==> config.mk <==
export PLATFORM = sky130hd
export DESIGN_NAME = pwm_fade_ctrl
export DESIGN_NICKNAME = d
export VERILOG_FILES = /design/src/rtl/pwm_pkg.sv /design/src/rtl/pwm_fade_ctrl_tick_counter.sv /design/src/rtl/pwm_fade_ctrl.sv
export SDC_FILE = /design/constraint.sdc
export NUM_CORES = 1
export LEC_CHECK = 0
export ABC_AREA = 1
export BUFFER_PORTS_ARGS = -buffer_cell sky130_fd_sc_hd__buf_2
export CORE_UTILIZATION = 53
export DETAILED_ROUTE_END_ITERATION = 7
export PLACE_DENSITY = 0.86
export SLEW_MARGIN = 40
export SYNTH_ARGS = -nofsm -noshare
export SYNTH_HDL_FRONTEND = slang
export SYNTH_SLANG_ARGS = --single-unit
==> constraint.sdc <==
create_clock -name clk -period 1.93 [get_ports clk]
set_clock_uncertainty 0.05 [all_clocks]
set_input_delay 0.0965 -clock clk [delete_from_list [all_inputs] [get_ports clk]]
set_output_delay 0.0965 -clock clk [all_outputs]
set_load 0.1 [all_outputs]
==> src/rtl/pwm_pkg.sv <==
// pwm_pkg: state codes and duty defaults shared by the PWM fade path and the PWM stage.
package pwm_pkg;
    typedef enum logic [2:0] {
        IDLE      = 3'd0,
        RAMP_UP   = 3'd1,
        HOLD_HI   = 3'd2,
        RAMP_DOWN = 3'd3,
        HOLD_LO   = 3'd4
    } fade_state_t;
    localparam int DUTY_W_DEF   = 8;
    localparam int DUTY_MAX_DEF = 100;
endpackage

==> src/rtl/pwm_fade_ctrl_tick_counter.sv <==
// tick_counter: modulo counter that advances only on qualified ticks and flags its final count.
module tick_counter #(
    parameter int W = 8
) (
    input  logic         clk,
    input  logic         reset,
    input  logic         clr,
    input  logic         tick,
    input  logic [W-1:0] limit,
    output logic         last
);
    logic [W-1:0] cnt_q, cnt_d;
    assign last = cnt_q == limit;
    always_comb cnt_d = clr ? '0 : !tick ? cnt_q : last ? '0 : cnt_q + 1'b1;
    always_ff @(posedge clk or posedge reset)
        if (reset) cnt_q <= '0;
        else cnt_q <= cnt_d;
endmodule

==> src/rtl/pwm_fade_ctrl.sv <==
// pwm_fade_ctrl: breathing duty sequencer (ramp up, hold, ramp down, hold) advanced on PWM period ticks.
module pwm_fade_ctrl
    import pwm_pkg::*;
#(
    parameter int DUTY_W         = DUTY_W_DEF,
    parameter int DUTY_MAX       = DUTY_MAX_DEF,
    parameter int STEP           = 1,
    parameter int TICKS_PER_STEP = 4,
    parameter int HOLD_PERIODS   = 16
) (
    input  logic              clk,
    input  logic              reset,
    input  logic              enable,
    input  logic              period_tick,
    output logic [DUTY_W-1:0] duty,
    output logic              duty_update,
    output logic [2:0]        state,
    output logic              cycle_done
);
    localparam int SW = $clog2(TICKS_PER_STEP + 1);
    localparam int HW = $clog2(HOLD_PERIODS + 1);
    fade_state_t state_q, state_d;
    logic [DUTY_W-1:0] duty_q, duty_d, duty_up, duty_dn;
    logic [DUTY_W:0] sum;
    logic duty_update_q, duty_update_d, cycle_done_q, cycle_done_d;
    logic step_last, hold_last, step_clr, hold_clr, ramp, hold, valid;
    tick_counter #(.W(SW)) u_step (
        .clk(clk), .reset(reset), .clr(step_clr), .tick(period_tick),
        .limit(SW'(TICKS_PER_STEP - 1)), .last(step_last)
    );
    tick_counter #(.W(HW)) u_hold (
        .clk(clk), .reset(reset), .clr(hold_clr), .tick(period_tick),
        .limit(HW'(HOLD_PERIODS - 1)), .last(hold_last)
    );
    always_comb begin
        ramp = state_q == RAMP_UP || state_q == RAMP_DOWN;
        hold = state_q == HOLD_HI || state_q == HOLD_LO;
        valid = ramp || hold || state_q == IDLE;
        // counters only run in the states that own them, so every entry starts from zero
        step_clr = !enable || !ramp;
        hold_clr = !enable || !hold;
        sum = {1'b0, duty_q} + (DUTY_W + 1)'(STEP);
        duty_up = sum > (DUTY_W + 1)'(DUTY_MAX) ? DUTY_W'(DUTY_MAX) : sum[DUTY_W-1:0];
        duty_dn = duty_q < DUTY_W'(STEP) ? '0 : duty_q - DUTY_W'(STEP);
        state_d = state_q;
        duty_d = duty_q;
        cycle_done_d = 1'b0;
        if (!enable || !valid) begin
            state_d = IDLE;
            duty_d = '0;
        end else if (period_tick) begin
            case (state_q)
                IDLE: state_d = RAMP_UP;
                RAMP_UP: if (step_last) begin
                    duty_d = duty_up;
                    state_d = duty_up == DUTY_W'(DUTY_MAX) ? HOLD_HI : RAMP_UP;
                end
                HOLD_HI: state_d = hold_last ? RAMP_DOWN : HOLD_HI;
                RAMP_DOWN: if (step_last) begin
                    duty_d = duty_dn;
                    state_d = duty_dn == '0 ? HOLD_LO : RAMP_DOWN;
                end
                HOLD_LO: if (hold_last) begin
                    state_d = RAMP_UP;
                    cycle_done_d = 1'b1;
                end
                default: state_d = IDLE;
            endcase
        end
        duty_update_d = duty_d != duty_q;
    end
    always_ff @(posedge clk or posedge reset)
        if (reset) begin
            state_q <= IDLE;
            duty_q <= '0;
            duty_update_q <= 1'b0;
            cycle_done_q <= 1'b0;
        end else begin
            state_q <= state_d;
            duty_q <= duty_d;
            duty_update_q <= duty_update_d;
            cycle_done_q <= cycle_done_d;
        end
    assign duty = duty_q;
    assign duty_update = duty_update_q;
    assign state = state_q;
    assign cycle_done = cycle_done_q;
endmodule

==> results.md <==
- Met2 routed wirelength: 2340 um
- Pin count of the biggest net entering global routing: 22
- DRC viols: 0
- Number of synthesized register bits: 21
- WL per Instance: 13.3 um
- WL met1: 2360 um
- Worst reg2reg path depth: 14
- CP required: 2.09 ns
- Highest clock rate: 0.467 GHz
- Leading area contributor after synthesis: dfrtp_1
- Fin. Hold Viols: 0
- HPWL after DPL: 3920 um
- WL final: 5220 um
- Critical Path AT: 2.31 ns
- Crit share post-route: 1.11
- GRT overflow: 0
- RePlAce Congestion: 0.932
- Core outline area: 3080 sq um
- First-pass GRT wire length: 8440 um
- Placed cells: 383
- Commonest cells post-synth: 85 x nand2_1, 39 x inv_1, 34 x nand3_1, 21 x dfrtp_1, 21 x nor2_1
- Post-synth EDFFs: 0
- CP max stage delay: 0.54 ns
- Die area: 3520 sq um
- Worst Hold Launch: period_tick
- Ant diodes: 0
- TritonRoute pass-1 iters: 4
- Final Worst Setup Slack: -0.213 ns
- Multi-input logic area: 1120 sq um
- Initial DRC Count: 245
- GRT Total Usage: 0.316
- Reg2Reg Capture Point: state[1]$_DFFE_PP0P_
- Leakage: 1.25 nW
- Synth Flop Type: dfrtp_1
- Nets: 360
- RSZ-0062 raised after global routing: yes
- Routed vias: 2,127
- Syn Nets: 294
- TritonCTS buffer count: 3
- Syn avg cell area: 6.11 sq um
- Critical path class: register to register
- Share of cells above drive strength 1: 0.343
- Syn Std Cell Area: 1740 sq um
- CTS sink count: 21
- Outcome: finished, violations left
- Fill cells: 232
- Final critical-path required period: 2.14 ns
- H-tree Lvls: 1
- Least-Margin Pin Slew: 0.488 ns
- Clock transition at path regs: 0.14 ns
- Max stage delay cell, worst path: dfrtp_4
- Seq/Total Area, Yosys: 0.302
- Post-Place Worst Slack: -0.241 ns
- DIE HEIGHT: 59.3 um
- WHS Endpoint: u_step.cnt_q[2]$_DFFE_PP0P_
- Initial antenna violation count: 0
- R2R Path Start: duty[0]$_DFF_PP0_
- Endpoints failing setup: 6
- IO Port Bufs: 16
- Register-to-register setup slack: -0.21 ns
- Worst slew margin: 0.671
- Total chip power: 0.000998 W
- Final Non-Filler Cells: 394
- Syn Inst Count: 285
- Detail Route Antenna Nets: 0
- Vias in the first global route: 1,978
- PwrDens: 416 nW/um^2
- Max Cap Viol: 0
- DR top layer: met4
- Count of different cell masters after synthesis: 24
- Met3 routed WL: 347 um
- Synthesis-to-layout area growth: 37.6%
- Die width: 59.3 um
- Initial Util: 0.566
- CP Max Fanout: 5
- Ports: 17
- Hold Path Depth: 2
- Synth async-reset ratio: 1.00
- Clk_lat worst skew: 0.32 ns
- Worst hold path class: primary input to register
- VDD IR max: 0.000410 V
- Cells along the critical path: inv_6, ha_4, inv_2, nor2_4, nand4_1, inv_2, nor2_2, nand2_1, nand3_1, nand3b_1, nand2_1, nand3b_1, nand3_1, o21ai_1
- Via/cell ratio: 5.40
- Design area: 2400 sq um
- Crit path launch type: register
- Synth area leaders: dfrtp_1 30%, nand2_1 18%, nand3_1 9.8%
- Root Buffer: clkbuf_4
- DP Area: 2230 sq um
- Register Area: 549 sq um
- Final TNS setup: -0.818 ns
- Worst setup EP type: register
- CTS Buffer Depth: 2
- Violated checks: negative setup slack
- Final Max Tran Viols: 0
- CTS tree: built
- Count leader, synth: nand2_1
- # rows: 20
- Ys Warns: 0
- Top-area cell type share of the netlist area: 0.302
## how the worst max path moves through the flow
stage	startpoint	to	slack [ns]
2_1_floorplan	duty[0]$_DFF_PP0_	state[1]$_DFFE_PP0P_	-0.17
3_3_place_gp	duty[0]$_DFF_PP0_	duty_update$_DFF_PP0_	-0.23
3_5_place_dp	duty[0]$_DFF_PP0_	duty_update$_DFF_PP0_	-0.24
4_1_cts	duty[1]$_DFF_PP0_	duty_update$_DFF_PP0_	-0.20
5_1_grt	duty[1]$_DFF_PP0_	duty_update$_DFF_PP0_	-0.36
6_report	duty[0]$_DFF_PP0_	state[1]$_DFFE_PP0P_	-0.21
## power breakdown
part	total [W]	leakage, nW	switching, W	internal, W
Combinational	0.000301	0.968	0.000199	0.000102
Sequential	0.000459	0.272	0.00000861	0.000450
Clock	0.000238	0.0139	0.000158	0.0000792
## logic make-up (layout without fill, tap and decap cells)
kind of cell | Yosys count | after routing | share of synthesized area
XOR/XNOR | 2 | 2 | 0.0101
AND/OR/NAND/NOR | 164 | 164 | 0.410
adder cells (fa/ha/maj) | 5 | 5 | 0.0359
buffers and inverters | 51 | 116 | 0.112
AO/OA/AOI/OAI | 42 | 42 | 0.130
flip-flops | 21 | 21 | 0.302
## worst max-delay path, delay by kind of cell (launching register included)
family                   cells  cell delay [ns]
AO/OA/AOI/OAI                1             0.06
adder cells (fa/ha/maj)      1             0.13
buffers and inverters        3             0.29
flip-flops                   1             0.54
AND/OR/NAND/NOR              9             0.97
## through the flow
| step | utilization | hold WS [ns] |
|---|---|---|
| 6_report | 0.779 | 0.00575 |
| 5_1_grt | 0.779 | 0.0383 |
| 4_1_cts | 0.749 | 0.00164 |
| 3_5_place_dp | 0.725 | 0.0948 |
| 3_3_place_gp | 0.725 | 0.0887 |
| 2_1_floorplan | - | 0.0226 |
## sequential cells by signal, indices dropped and copies added, names as in the netlist
signal and cells:
duty 8, u_hold.cnt_q 5, state 3, u_step.cnt_q 3, cycle_done 1, duty_update 1
## area by class of cell
cell class	instances	area share
Multi-Input combinational cell	213	0.469
Sequential cell	21	0.229
Tap cell	44	0.0230
Inverter	48	0.0783
Clock inverter	1	0.00313
Clock buffer	3	0.00939
Timing Repair Buffer	64	0.188
## per-layer routing
| metal | vias up | GRT usage |
|---|---|---|
| met1 | 954 | 0.430 |
| li1 | 1054 | - |
| met5 | - | 0 |
| met2 | 96 | 0.501 |
| met4 | 0 | 0.139 |
| met3 | 23 | 0.0393 |
## what timing repair did
item,4_1_cts,5_1_grt
endpoints found under the setup margin,7,11
buffers inserted,3,4
resized for setup,2,22
hold buffers,1,0
hold endpoints to repair,21,0
pin swaps,4,14
## layout by cell type, fill, tap and decap left out, types with 4 or more instances in the layout
master / instances
a21oi_1: 18
buf_2: 16
buf_4: 45
dfrtp_1: 10
dfrtp_2: 7
dfrtp_4: 4
inv_1: 36
inv_2: 10
nand2_1: 78
nand2_2: 9
nand3_1: 30
nand3_2: 4
nand4_1: 4
nor2_1: 19
nor2_2: 6
nor3_1: 7
o21ai_0: 10
o21ai_1: 7
Power figures use the tool's default switching activity.
